===== src/rtl/ddr_phy_pkg.sv =====
// Shared DDR PHY fabric definitions: delay-line sequencer states and phase-word constants.
package ddr_phy_pkg;

  localparam int unsigned PHASE_W        = 4;
  localparam logic        IDLE_LEVEL_DEF = 1'b1;

  typedef enum logic [2:0] {
    ST_IDLE,
    ST_LOAD,
    ST_MOVE,
    ST_SETTLE,
    ST_DONE
  } adj_state_t;

endpackage


===== src/rtl/ddr3_cmd_pin_ctrl_if.sv =====
// Fabric/IOD signal bundle for one DDR3 command pin controller.
interface ddr3_cmd_pin_ctrl_if #(
  parameter int unsigned TAP_W = 8
);
  import ddr_phy_pkg::*;

  logic                 CMD_VALID;
  logic [PHASE_W-1:0]   CMD_PHASE;
  logic [1:0]           CMD_LAT;
  logic                 OE_REQ;
  logic [PHASE_W-1:0]   TX_DATA_0;
  logic [PHASE_W-1:0]   OE_DATA_0;
  logic                 ADJ_REQ;
  logic                 ADJ_DIR;
  logic [TAP_W-1:0]     ADJ_STEPS;
  logic                 ADJ_LOAD;
  logic                 ADJ_BUSY;
  logic                 ADJ_DONE;
  logic                 ADJ_ERR;
  logic [TAP_W-1:0]     ADJ_COUNT;
  logic                 DELAY_LINE_MOVE_0;
  logic                 DELAY_LINE_DIRECTION_0;
  logic                 DELAY_LINE_LOAD_0;
  logic                 DELAY_LINE_OUT_OF_RANGE_0;

  modport master (
    output CMD_VALID, CMD_PHASE, CMD_LAT, OE_REQ,
    output ADJ_REQ, ADJ_DIR, ADJ_STEPS, ADJ_LOAD,
    output DELAY_LINE_OUT_OF_RANGE_0,
    input  TX_DATA_0, OE_DATA_0,
    input  ADJ_BUSY, ADJ_DONE, ADJ_ERR, ADJ_COUNT,
    input  DELAY_LINE_MOVE_0, DELAY_LINE_DIRECTION_0, DELAY_LINE_LOAD_0
  );

  modport slave (
    input  CMD_VALID, CMD_PHASE, CMD_LAT, OE_REQ,
    input  ADJ_REQ, ADJ_DIR, ADJ_STEPS, ADJ_LOAD,
    input  DELAY_LINE_OUT_OF_RANGE_0,
    output TX_DATA_0, OE_DATA_0,
    output ADJ_BUSY, ADJ_DONE, ADJ_ERR, ADJ_COUNT,
    output DELAY_LINE_MOVE_0, DELAY_LINE_DIRECTION_0, DELAY_LINE_LOAD_0
  );

endinterface


===== src/rtl/ddr_dly_step_seq.sv =====
// IOD dynamic delay-line step/reload sequencer with post-pulse settle counter.
module ddr_dly_step_seq
  import ddr_phy_pkg::*;
#(
  parameter int unsigned TAP_W         = 8,
  parameter int unsigned SETTLE_CYCLES = 4
) (
  input  logic             i_clk,
  input  logic             i_rst_n,
  input  logic             i_req,
  input  logic             i_dir,
  input  logic [TAP_W-1:0] i_steps,
  input  logic             i_load,
  input  logic             i_oor,
  output logic             o_busy,
  output logic             o_done,
  output logic             o_err,
  output logic [TAP_W-1:0] o_count,
  output logic             o_move,
  output logic             o_dir,
  output logic             o_load
);

  localparam int unsigned      CNT_W    = (SETTLE_CYCLES > 1) ? $clog2(SETTLE_CYCLES) : 1;
  localparam logic [CNT_W-1:0] CNT_LAST = CNT_W'(SETTLE_CYCLES - 1);

  adj_state_t       r_state, w_next;
  logic [TAP_W-1:0] r_remaining, r_count;
  logic [CNT_W-1:0] r_settle_cnt;
  logic             r_err, r_dir, r_load_flag;
  logic             r_busy, r_done, r_move, r_load;
  logic             w_settle_last, w_settle_exit;

  assign w_settle_last = (r_settle_cnt == CNT_LAST);
  assign w_settle_exit = r_load_flag || i_oor || (r_remaining == '0);

  always_ff @(posedge i_clk) begin
    if (!i_rst_n) r_state <= ST_IDLE;
    else          r_state <= w_next;
  end

  always_comb begin
    w_next = r_state;
    case (r_state)
      ST_IDLE: begin
        if (i_load)     w_next = ST_LOAD;
        else if (i_req) w_next = (i_steps == '0) ? ST_DONE : ST_MOVE;
      end
      ST_LOAD, ST_MOVE: w_next = ST_SETTLE;
      ST_SETTLE: if (w_settle_last) w_next = w_settle_exit ? ST_DONE : ST_MOVE;
      ST_DONE:   w_next = ST_IDLE;
      default:   w_next = ST_IDLE;
    endcase
  end

  // Pin-facing strobes are registered from the current state, so they trail the
  // state by one cycle and the latched direction leads the first MOVE pulse.
  always_ff @(posedge i_clk) begin
    if (!i_rst_n) begin
      r_remaining  <= '0;
      r_count      <= '0;
      r_settle_cnt <= '0;
      r_err        <= 1'b0;
      r_dir        <= 1'b0;
      r_load_flag  <= 1'b0;
      r_busy       <= 1'b0;
      r_done       <= 1'b0;
      r_move       <= 1'b0;
      r_load       <= 1'b0;
    end else begin
      case (r_state)
        ST_IDLE: begin
          if (i_load) begin
            r_count     <= '0;
            r_err       <= 1'b0;
            r_load_flag <= 1'b1;
          end else if (i_req) begin
            r_dir       <= i_dir;
            r_remaining <= i_steps;
            r_count     <= '0;
            r_err       <= 1'b0;
            r_load_flag <= 1'b0;
          end
        end
        ST_LOAD: r_settle_cnt <= '0;
        ST_MOVE: begin
          r_settle_cnt <= '0;
          r_remaining  <= r_remaining - 1'b1;
          if (r_count != '1) r_count <= r_count + 1'b1;
        end
        ST_SETTLE: begin
          if (!w_settle_last) r_settle_cnt <= r_settle_cnt + 1'b1;
          else if (i_oor)     r_err        <= 1'b1;
        end
        default: ;
      endcase
      r_busy <= (r_state != ST_IDLE);
      r_done <= (r_state == ST_DONE);
      r_move <= (r_state == ST_MOVE);
      r_load <= (r_state == ST_LOAD);
    end
  end

  assign o_busy  = r_busy;
  assign o_done  = r_done;
  assign o_err   = r_err;
  assign o_count = r_count;
  assign o_move  = r_move;
  assign o_dir   = r_dir;
  assign o_load  = r_load;

endmodule


===== src/rtl/ddr3_cmd_pin_ctrl.sv =====
// DDR3 command pin fabric driver: latency-aligned 4-phase TX/OE words plus delay-line sequencing.
module ddr3_cmd_pin_ctrl
  import ddr_phy_pkg::*;
#(
  parameter int unsigned TAP_W         = 8,
  parameter int unsigned SETTLE_CYCLES = 4,
  parameter logic        IDLE_LEVEL    = IDLE_LEVEL_DEF,
  parameter int unsigned LAT_MAX       = 3
) (
  input  logic                FAB_CLK,
  input  logic                RESET_N,
  ddr3_cmd_pin_ctrl_if.slave  bus
);

  localparam logic [PHASE_W-1:0] IDLE_WORD = {PHASE_W{IDLE_LEVEL}};

  logic [PHASE_W-1:0] r_word [0:LAT_MAX];
  logic [LAT_MAX:0]   r_oe;
  logic [PHASE_W-1:0] r_tx;
  logic               r_oe_out;
  logic [1:0]         w_tap;

  assign w_tap = (32'(bus.CMD_LAT) > LAT_MAX) ? 2'(LAT_MAX) : bus.CMD_LAT;

  // Output register after the tap mux gives the 1+CMD_LAT edge latency.
  always_ff @(posedge FAB_CLK) begin
    if (!RESET_N) begin
      for (int unsigned i = 0; i <= LAT_MAX; i++) r_word[i] <= IDLE_WORD;
      r_oe     <= '0;
      r_tx     <= IDLE_WORD;
      r_oe_out <= 1'b0;
    end else begin
      r_word[0] <= bus.CMD_VALID ? bus.CMD_PHASE : IDLE_WORD;
      for (int unsigned i = 1; i <= LAT_MAX; i++) r_word[i] <= r_word[i-1];
      r_oe     <= {r_oe[LAT_MAX-1:0], bus.OE_REQ};
      r_tx     <= r_word[w_tap];
      r_oe_out <= r_oe[w_tap];
    end
  end

  assign bus.TX_DATA_0 = r_tx;
  assign bus.OE_DATA_0 = {PHASE_W{r_oe_out}};

  ddr_dly_step_seq #(
    .TAP_W         (TAP_W),
    .SETTLE_CYCLES (SETTLE_CYCLES)
  ) u_seq (
    .i_clk   (FAB_CLK),
    .i_rst_n (RESET_N),
    .i_req   (bus.ADJ_REQ),
    .i_dir   (bus.ADJ_DIR),
    .i_steps (bus.ADJ_STEPS),
    .i_load  (bus.ADJ_LOAD),
    .i_oor   (bus.DELAY_LINE_OUT_OF_RANGE_0),
    .o_busy  (bus.ADJ_BUSY),
    .o_done  (bus.ADJ_DONE),
    .o_err   (bus.ADJ_ERR),
    .o_count (bus.ADJ_COUNT),
    .o_move  (bus.DELAY_LINE_MOVE_0),
    .o_dir   (bus.DELAY_LINE_DIRECTION_0),
    .o_load  (bus.DELAY_LINE_LOAD_0)
  );

endmodule


===== src/flat_wrapper.sv =====
// flat-port wrapper written by rule: the top's interface ports become plain ports
module ddr3_cmd_pin_ctrl_flat import ddr_phy_pkg::*;
#(
  parameter int unsigned TAP_W         = 8,
  parameter int unsigned SETTLE_CYCLES = 4,
  parameter logic        IDLE_LEVEL    = IDLE_LEVEL_DEF,
  parameter int unsigned LAT_MAX       = 3
)
  (FAB_CLK, RESET_N, bus_CMD_VALID, bus_CMD_PHASE, bus_CMD_LAT, bus_OE_REQ, bus_ADJ_REQ, bus_ADJ_DIR, bus_ADJ_STEPS, bus_ADJ_LOAD, bus_DELAY_LINE_OUT_OF_RANGE_0, bus_TX_DATA_0, bus_OE_DATA_0, bus_ADJ_BUSY, bus_ADJ_DONE, bus_ADJ_ERR, bus_ADJ_COUNT, bus_DELAY_LINE_MOVE_0, bus_DELAY_LINE_DIRECTION_0, bus_DELAY_LINE_LOAD_0);
  ddr3_cmd_pin_ctrl_if #(.TAP_W(TAP_W)) bus_i ();
  input  logic FAB_CLK;
  input  logic RESET_N;
  input wire logic [$bits(bus_i.CMD_VALID)-1:0] bus_CMD_VALID;
  input wire logic [$bits(bus_i.CMD_PHASE)-1:0] bus_CMD_PHASE;
  input wire logic [$bits(bus_i.CMD_LAT)-1:0] bus_CMD_LAT;
  input wire logic [$bits(bus_i.OE_REQ)-1:0] bus_OE_REQ;
  input wire logic [$bits(bus_i.ADJ_REQ)-1:0] bus_ADJ_REQ;
  input wire logic [$bits(bus_i.ADJ_DIR)-1:0] bus_ADJ_DIR;
  input wire logic [$bits(bus_i.ADJ_STEPS)-1:0] bus_ADJ_STEPS;
  input wire logic [$bits(bus_i.ADJ_LOAD)-1:0] bus_ADJ_LOAD;
  input wire logic [$bits(bus_i.DELAY_LINE_OUT_OF_RANGE_0)-1:0] bus_DELAY_LINE_OUT_OF_RANGE_0;
  output wire logic [$bits(bus_i.TX_DATA_0)-1:0] bus_TX_DATA_0;
  output wire logic [$bits(bus_i.OE_DATA_0)-1:0] bus_OE_DATA_0;
  output wire logic [$bits(bus_i.ADJ_BUSY)-1:0] bus_ADJ_BUSY;
  output wire logic [$bits(bus_i.ADJ_DONE)-1:0] bus_ADJ_DONE;
  output wire logic [$bits(bus_i.ADJ_ERR)-1:0] bus_ADJ_ERR;
  output wire logic [$bits(bus_i.ADJ_COUNT)-1:0] bus_ADJ_COUNT;
  output wire logic [$bits(bus_i.DELAY_LINE_MOVE_0)-1:0] bus_DELAY_LINE_MOVE_0;
  output wire logic [$bits(bus_i.DELAY_LINE_DIRECTION_0)-1:0] bus_DELAY_LINE_DIRECTION_0;
  output wire logic [$bits(bus_i.DELAY_LINE_LOAD_0)-1:0] bus_DELAY_LINE_LOAD_0;
  assign bus_i.CMD_VALID = bus_CMD_VALID;
  assign bus_i.CMD_PHASE = bus_CMD_PHASE;
  assign bus_i.CMD_LAT = bus_CMD_LAT;
  assign bus_i.OE_REQ = bus_OE_REQ;
  assign bus_i.ADJ_REQ = bus_ADJ_REQ;
  assign bus_i.ADJ_DIR = bus_ADJ_DIR;
  assign bus_i.ADJ_STEPS = bus_ADJ_STEPS;
  assign bus_i.ADJ_LOAD = bus_ADJ_LOAD;
  assign bus_i.DELAY_LINE_OUT_OF_RANGE_0 = bus_DELAY_LINE_OUT_OF_RANGE_0;
  assign bus_TX_DATA_0 = bus_i.TX_DATA_0;
  assign bus_OE_DATA_0 = bus_i.OE_DATA_0;
  assign bus_ADJ_BUSY = bus_i.ADJ_BUSY;
  assign bus_ADJ_DONE = bus_i.ADJ_DONE;
  assign bus_ADJ_ERR = bus_i.ADJ_ERR;
  assign bus_ADJ_COUNT = bus_i.ADJ_COUNT;
  assign bus_DELAY_LINE_MOVE_0 = bus_i.DELAY_LINE_MOVE_0;
  assign bus_DELAY_LINE_DIRECTION_0 = bus_i.DELAY_LINE_DIRECTION_0;
  assign bus_DELAY_LINE_LOAD_0 = bus_i.DELAY_LINE_LOAD_0;
  ddr3_cmd_pin_ctrl #(.TAP_W(TAP_W), .SETTLE_CYCLES(SETTLE_CYCLES), .IDLE_LEVEL(IDLE_LEVEL), .LAT_MAX(LAT_MAX)) u_core (.FAB_CLK(FAB_CLK), .RESET_N(RESET_N), .bus(bus_i));
endmodule

===== config.mk =====
export PLATFORM = sky130hd
export DESIGN_NAME = ddr3_cmd_pin_ctrl_flat
export DESIGN_NICKNAME = d
export VERILOG_FILES = /design/src/rtl/ddr_phy_pkg.sv /design/src/rtl/ddr3_cmd_pin_ctrl_if.sv /design/src/rtl/ddr_dly_step_seq.sv /design/src/rtl/ddr3_cmd_pin_ctrl.sv /design/src/flat_wrapper.sv
export SDC_FILE = /design/constraint.sdc
export NUM_CORES = 1
export LEC_CHECK = 0
export CORE_ASPECT_RATIO = 1.2
export CORE_MARGIN = 1
export CORE_UTILIZATION = 51
export CTS_CLUSTER_SIZE = 10
export DETAILED_ROUTE_END_ITERATION = 16
export PLACE_DENSITY = 0.79
export SETUP_SLACK_MARGIN = 0.15
export SLEW_MARGIN = 15
export SYNTH_ARGS = -nofsm -noshare
export SYNTH_HDL_FRONTEND = slang
export SYNTH_SLANG_ARGS = --single-unit

===== constraint.sdc =====
create_clock -name FAB_CLK -period 1.75 [get_ports FAB_CLK]
set_input_delay 0.2625 -clock FAB_CLK [delete_from_list [all_inputs] [get_ports FAB_CLK]]
set_output_delay 0.2625 -clock FAB_CLK [all_outputs]
set_load 0.03 [all_outputs]

# After elaboration in Yosys (flattened, before gate mapping)
# Memories as Yosys holds them, arrays and structs flattened. A register that Yosys moved wholly into a read port is not among the register bits.
# Cells that the tools add are included.
[op_classes]
n_addsub = 3
n_lt_le_gt_ge = 1
n_eq_ne = 13
mux = 30
bitwise = 5
reduce_logical = 19
[op_table]
columns = ["operator", "count"]
rows = [
  ["2-to-1 mux 8 bit", 5],
  ["one-hot mux 8 bit (2 select lines)", 2],
  ["2-to-1 mux 4 bit", 5],
  ["logical NOT 8 bit", 2],
  ["2-to-1 mux 3 bit", 5],
  ["!= test 2 bit, second input constant", 6],
  ["one-hot mux 3 bit (3 select lines)", 1],
  ["AND reduction 3 bit", 3],
  ["adder 8 x 1 -> 8 bit, second input constant", 1],
  ["2-to-1 mux 1 bit", 8],
  ["!= test 8 bit, second input constant", 1],
  ["nonzero test 2 bit", 4],
  ["subtractor 8 x 1 -> 8 bit, second input constant", 1],
  ["== test 3 x 2 -> 1 bit, second input constant", 2],
  ["AND reduction 2 bit", 3],
  ["bitwise OR 1 bit", 4],
  ["one-hot mux 2 bit (2 select lines)", 1],
  ["AND reduction 4 bit", 1],
  ["== test 3 x 1 -> 1 bit, second input constant", 1],
  ["== test 3 bit, second input constant", 1],
  ["logical NOT 3 bit", 1],
  ["less-than comparator 2 x 3 -> 1 bit, second input constant", 1],
  ["!= test 3 bit, second input constant", 1],
  ["nonzero test 3 bit", 1],
  ["other kinds (9)", 10],
]
[word_totals]
ff_bits = 33
ramBits = 16
out_inout_bits = 22
wordCells = 85
mem_count = 1
[mem_list]
columns = ["name", "words", "width", "rd", "rd_clocked_by_memory_dff", "wr", "line_no", "text"]
rows = [
  ["u_core.r_word", 4, 4, 4, 1, 4, "ddr3_cmd_pin_ctrl.sv:17", "logic [PHASE_W-1:0] r_word [0:LAT_MAX];"],
]

# Depth between registers and ports, before layout
# Gate-level depths: netlist (run 1).
[logic_depth]
depth_word = 5
ltp_mapped = 5
mapped_depth_nobuf = 5

# Modules after synthesis
# From an unflattened synthesis (run 1), not the netlist that was laid out.
[hier_totals]
cells_unflattened = 228
area_unflattened_um2 = 2178.3
[modules_own_cells]
columns = ["module", "instances", "cells_per_inst", "area_each_um2"]
rows = [
  ["ddr_dly_step_seq", 1, 165, 1356.3],
  ["ddr3_cmd_pin_ctrl", 1, 63, 822.0],
]

# Worst setup path before layout (run 1)
# Ideal clock, no wire load.
[synth_path]
path_kind = "reg-to-reg"
startpoint = "register u_core.u_seq.r_count[0] (netlist: u_core.u_seq.o_count[0])"
endpoint = "register u_core.u_seq.r_count[0] (netlist: u_core.u_seq.o_count[0])"
setup_ns = 0.074
t_arrival_ns = 1.537
required_time_ns = 1.676
setup_slack_ns = 0.139
path_stages_with_launch = 6
n_path_buf = 0
period_less_slack_ns = 1.611
cell_sequence = "dfxtp_1 ha_1 nand4_1 o21ai_0 nand4_1 o21ai_0"
[synth_between]
elab_chain_len = 3
elab_cells_between_ends = 6
[synth_rtl]
columns = ["item", "line_no", "text"]
rows = [
  ["start: declaration", "ddr_dly_step_seq.sv:28", "logic [TAP_W-1:0] r_remaining, r_count;"],
  ["start signal: assignment", "ddr_dly_step_seq.sv:89", "if (r_count != '1) r_count <= r_count + 1'b1;"],
  ["adder 8 x 1 -> 8 bit or != test 8 bit (tied branches)", "ddr_dly_step_seq.sv:89", ""],
  ["2-to-1 mux 8 bit or != test 2 bit (tied branches)", "--", ""],
  ["one-hot mux 8 bit (2 select lines) or AND reduction 3 bit (tied branches)", "--", ""],
]
# Several ways; a longest one is shown, not always the timed one. The select of a mux whose other input is x is not followed.
# A chain may end at the register's enable or synchronous reset.

# Worst setup path after layout (run 1)
[layout_path]
startpoint = "register u_core.u_seq.r_remaining[2]"
endpoint = "register u_core.u_seq.r_state[1]"
[layout_between]
elab_chain_len = 5
[layout_rtl]
columns = ["item", "line_no", "text"]
rows = [
  ["start: declaration", "ddr_dly_step_seq.sv:28", ""],
  ["start signal: assignment", "ddr_dly_step_seq.sv:79", "r_remaining <= i_steps;"],
  ["start signal: assignment", "ddr_dly_step_seq.sv:88", "r_remaining <= r_remaining - 1'b1;"],
  ["logical NOT 8 bit", "ddr_dly_step_seq.sv:35", "assign w_settle_exit = r_load_flag || i_oor || (r_remaining == '0);"],
  ["logical OR 1 bit", "ddr_dly_step_seq.sv:35", ""],
  ["2-to-1 mux 3 bit (2 in series)", "ddr_dly_step_seq.sv:50", "ST_SETTLE: if (w_settle_last) w_next = w_settle_exit ? ST_DONE : ST_MOVE;"],
  ["one-hot mux 3 bit (3 select lines)", "ddr_dly_step_seq.sv:44", "case (r_state)"],
  ["end signal: assignment", "ddr_dly_step_seq.sv:39", "else r_state <= w_next;"],
  ["end: declaration", "ddr_dly_step_seq.sv:27", "adj_state_t r_state, w_next;"],
]
# Every way passes these cells. The select of a mux whose other input is x is not followed.

==> results.txt, run 1 <==
- For this run, the leading register cell type out of synthesis is sky130_fd_sc_hd__dfxtp_1.
- Total grt overflow: 0
- At the end of the flow, the number of nets in the layout was between 300 and 400.
- The die covers 4697 um2.
- Once the floorplan was initialized, standard cells occupied between 50 and 60% of the core.
- TritonCTS built the clock tree.
- In this run the worst path has a maximum fanout of 2.
- Fraction of registers with async set or reset after synthesis: 0%
* Top-level I/O count: between 40 and 50
* Kind of end point of the critical path: flip-flop
- Final RePlAce weighted congestion: approximately 0.91
* Share of synthesized cell area in and, or, nand and nor gates: ~26%
- Level count of the clock H-tree: 2
- Clock insertion delay at the later pin of the skew report: a little over 0.3 ns
* Fraction of layout instances using a drive strength above 1: about 17%
- The synthesized design contains 53 register bits.
* Startpoint of the most critical setup path: u_core.u_seq.r_remaining[2]$_SDFFE_PN0P_
- The max-slew violation total from the final report is 0.
- At the worst endpoint, the required time is 1.94 ns.
* Post-detailed-route wirelength per cell: around 14 um
- The worst setup path is launched from a flip-flop.
- Horizontal extent of the die: approximately 63 um
* Sum Neg Setup Slack: 0 ns
- Number of buffers added by the clock tree synthesis step: 5
- The number of global-route vias before repair is roughly 1700.
- Number of instances in the synthesized netlist: ~230
* Cell type group with the largest total delay on the critical path: simple AND/OR/NAND/NOR gates
- I/O Buffers: 43
- Clock sink count: 53
* Worst path max stage delay: between 0.5 and 0.6 ns
- In this run the most critical hold path is launched from u_core.r_word[0][3]$_SDFF_PN1_.
* Max_slew headroom: approximately two thirds
- Mux cell area share after synthesis: about 5.9%
- After Yosys synthesis, full adders, half adders and majority gates account for under 10% of the synthesized area.
* Fin. Hold Viols: 0
- Max_cap viols: 0
- Maximum number of pins on one net before global-route repair: 32
- Of the total synthesized cell area, the portion taken by XOR and XNOR cells is under 10%.
* WP data arrival: 1.79 ns
- Mean instance size in the synthesized netlist: a little under 10 um2
* Total routing usage reported by global routing: between 20% and 30%
* Vias: roughly 1900
- In this run the critical register-to-register path is launched from u_core.u_seq.r_remaining[2]$_SDFFE_PN0P_.
* Post-route DRC: 0
- Setup violations, final: 0
* Wirelength, routed: 4676 um
* Cell depth of the worst hold path: 1
- Combined area of all synthesized cells: 2257 um2
* Leak pwr: between 0.001 and 0.0015 uW
- The tree is rooted in a sky130_fd_sc_hd__clkbuf_8.
- Drt first-iter violations: ~120
* Number of synthesized flops with an enable pin: 0
- Worst path bufs/invs: 1
- At the pin with the least slew margin, the transition time is ~0.49 ns.
- After detailed routing, the number of vias per cell comes to between 5 and 6.
- 1st-pass router iterations: 4
- Syn Nets: 257
- The area growth from synthesis to layout is 31.87%.
- Placeable core region: between 4000 and 5000 um2
- The die is 74.88 um tall.
- Area fraction in compound gates after synthesis: between 10% and 20%
- For this run, the register share of the synthesized area comes to a little under half.
* Tot Pwr: between 2000 and 3000 uW
- The worst hold path belongs to the class reg -> reg.
* Number of nets still failing antenna checks after routing: 0
- Outcome: completed
- Sequence of cells on the critical path: or4_4 -> nor4b_4 -> buf_4 -> o31a_1 -> o31ai_1
- For this design, the CTS-stage hold fixing added 0 buffers.
- The floorplan has 26 rows.
- Detailed placement ended at an HPWL of around 3300 um.
- Diode count: 0
- Count of buffers added by post-CTS timing repair for setup: 0
* Worst clock skew on the final layout: 0.005702 ns
* Synth cell types: 50
- Final critical delay including setup and external delays: roughly 1.6 ns
- Fin util: 69.85%
* VDD IR-drop max: 0.0004941 V
- Tcrit/Tclk final: ~92%
* Number of antenna violations at the first check in global routing: 0
- The critical path runs through a total of 5 cells.
- Number of warnings reported in the yosys synthesis log: 0
* Worst-path cell with the longest stage delay: sky130_fd_sc_hd__or4_4
- After clock tree synthesis, the clock-pin slew on the worst setup and hold paths is around 0.10 ns.
- The longest clock path from root to sink contains 2 buffers.
* Setup repair after global routing missed its margin: yes
- Worst Reg2Reg Path Length in Cells: 5
- Post-route worst setup slack: roughly 0.15 ns
- First-pass GRT wire length: between 7000 and 8000 um
* Power density relative to cell area: roughly 870 nW/um2
- Main combinational cell family by area after synthesis: simple AND/OR/NAND/NOR gates
* Worst Setup Path Type: reg -> reg
* Worst slack at placement: between 0.02 and 0.025 ns
- Upper clock frequency limit: approximately 620 MHz
flip-flops by register name, summed over array words and instances (netlist names):
register,count
u_core.u_seq.o_dir,1
u_core.u_seq.r_remaining,8
u_core.u_seq.o_done,1
u_core.u_seq.o_move,1
u_core.u_seq.o_count,8
u_core.u_seq.r_state,3
u_core.u_seq.r_settle_cnt,2
u_core.r_oe_out,1
u_core.u_seq.o_busy,1
u_core.u_seq.o_load,1
u_core.r_oe,4
u_core.u_seq.r_load_flag,1
u_core.u_seq.o_err,1
u_core.r_word,16
u_core.bus.TX_DATA_0,4
path summary, 6_finish.rpt:
path,to,slack [ns]
max,u_core.u_seq.r_state[1]$_SDFFE_PN0P_,0.15
min,u_core.r_word[1][3]$_SDFF_PN1_,0.44
max reg2reg,u_core.u_seq.r_state[1]$_SDFFE_PN0P_,0.15
min reg2reg,u_core.r_word[1][3]$_SDFF_PN1_,0.44
final cells by class:
type / instances / area [um2]
fill: 352 / 1285
sequential: 53 / 1069
clock inverter: 3 / 21.27
inverter: 3 / 11.26
clock buffer: 5 / 68.82
timing repair buffer: 61 / 599.3
tap: 56 / 70.07
multi-input combinational: 161 / 1137
cell families (layout without fill, tap and decap cells):
kind of cell | after synthesis | count (layout)
xor+xnor | 4 | 4
fa+ha+maj | 4 | 4
compound gates | 45 | 45
simple gates | 101 | 101
flops | 53 | 53
mux | 7 | 7
buf+inv | 17 | 72
what timing repair did:
action	in CTS	in global routing
gates resized for setup	15	14
endpoints found under the setup margin	15	15
gates cloned	0	0
pin swaps	1	1
metal layers:
layer	part of all wire, %	routed length [um]	track usage, %	up-vias
met5	0	0	0	-
met4	1.9	88	10.85	0
met3	4.5	209	3.788	8
met2	51	2378	35.87	59
met1	43	1999	26.05	897
li1	-	-	-	939
power by group:
group	switching (uW)	total (uW)	internal, uW	leakage, uW
clock network	412	697	285	0.0000445
logic	273	568	295	0.000706
registers	61.1	1340	1280	0.000435
total	747	2600	1850	0.00119
cells in the mapped netlist, types with 2 or more instances:
library cell	count	area, um2
sky130_fd_sc_hd__nor4b_1	2	17.52
sky130_fd_sc_hd__dfxtp_1	53	1061
sky130_fd_sc_hd__xnor2_1	3	26.28
sky130_fd_sc_hd__nor3b_1	2	15.01
sky130_fd_sc_hd__inv_1	3	11.26
sky130_fd_sc_hd__a32oi_1	2	17.52
sky130_fd_sc_hd__o211ai_1	2	15.01
sky130_fd_sc_hd__nand3_1	6	30.03
sky130_fd_sc_hd__a22oi_1	2	15.01
sky130_fd_sc_hd__nor3_1	7	35.03
sky130_fd_sc_hd__buf_4	6	45.04
sky130_fd_sc_hd__nand2b_1	19	118.9
sky130_fd_sc_hd__or2_2	4	25.02
sky130_fd_sc_hd__nor2b_1	5	31.28
sky130_fd_sc_hd__mux2i_1	2	20.02
sky130_fd_sc_hd__and2_1	8	50.05
sky130_fd_sc_hd__mux4_2	5	112.6
sky130_fd_sc_hd__a21oi_1	6	30.03
sky130_fd_sc_hd__o21a_1	3	22.52
sky130_fd_sc_hd__clkbuf_1	6	22.52
sky130_fd_sc_hd__o21ai_0	15	75.07
sky130_fd_sc_hd__o31ai_1	2	15.01
sky130_fd_sc_hd__nor2_1	10	37.54
sky130_fd_sc_hd__nor4_1	5	31.28
sky130_fd_sc_hd__nand2_1	15	56.30
sky130_fd_sc_hd__a21boi_0	2	15.01
sky130_fd_sc_hd__and3_1	4	25.02
sky130_fd_sc_hd__ha_1	4	50.05
sky130_fd_sc_hd__a311oi_1	2	17.52
sky130_fd_sc_hd__nand4_1	6	37.54
placed cells by master, fill, tap and decap left out, types with 3 or more instances in the layout:
| cell type | count |
|---|---|
| sky130_fd_sc_hd__dlymetal6s2s_1 | 5 |
| sky130_fd_sc_hd__dlygate4sd2_1 | 13 |
| sky130_fd_sc_hd__o21ai_0 | 13 |
| sky130_fd_sc_hd__nor3_1 | 7 |
| sky130_fd_sc_hd__nand2_1 | 15 |
| sky130_fd_sc_hd__ha_1 | 4 |
| sky130_fd_sc_hd__a21oi_1 | 6 |
| sky130_fd_sc_hd__clkbuf_8 | 5 |
| sky130_fd_sc_hd__buf_12 | 3 |
| sky130_fd_sc_hd__dfxtp_2 | 6 |
| sky130_fd_sc_hd__nand4_1 | 6 |
| sky130_fd_sc_hd__nor2b_1 | 5 |
| sky130_fd_sc_hd__nor2_1 | 10 |
| sky130_fd_sc_hd__and3_1 | 4 |
| sky130_fd_sc_hd__inv_1 | 3 |
| sky130_fd_sc_hd__mux4_2 | 5 |
| sky130_fd_sc_hd__clkdlybuf4s50_1 | 25 |
| sky130_fd_sc_hd__nand2b_1 | 19 |
| sky130_fd_sc_hd__and2_1 | 8 |
| sky130_fd_sc_hd__nor4_1 | 5 |
| sky130_fd_sc_hd__nand3_1 | 6 |
| sky130_fd_sc_hd__xnor2_1 | 3 |
| sky130_fd_sc_hd__o21a_1 | 3 |
| sky130_fd_sc_hd__dfxtp_1 | 47 |
| sky130_fd_sc_hd__or2_2 | 4 |
| sky130_fd_sc_hd__buf_4 | 15 |
metrics by stage:
stage | area (um2) | cells | hold slack [ns]
floorplan | 2260 | 231 | 0.3691
global placement | 2856 | 334 | 0.4116
detailed placement | 2856 | 334 | 0.4230
CTS | 2940 | 342 | 0.4430
global route | 2977 | 342 | 0.4555
finish | 2977 | 342 | 0.4359
(Power assumes the default switching activity.)
==> inputs of run 2 (changes only) <==
CAP_MARGIN = 20   (was unset)
==> results of run 2 <==
Final layout, timing and power as in run 1 (identical DEF).
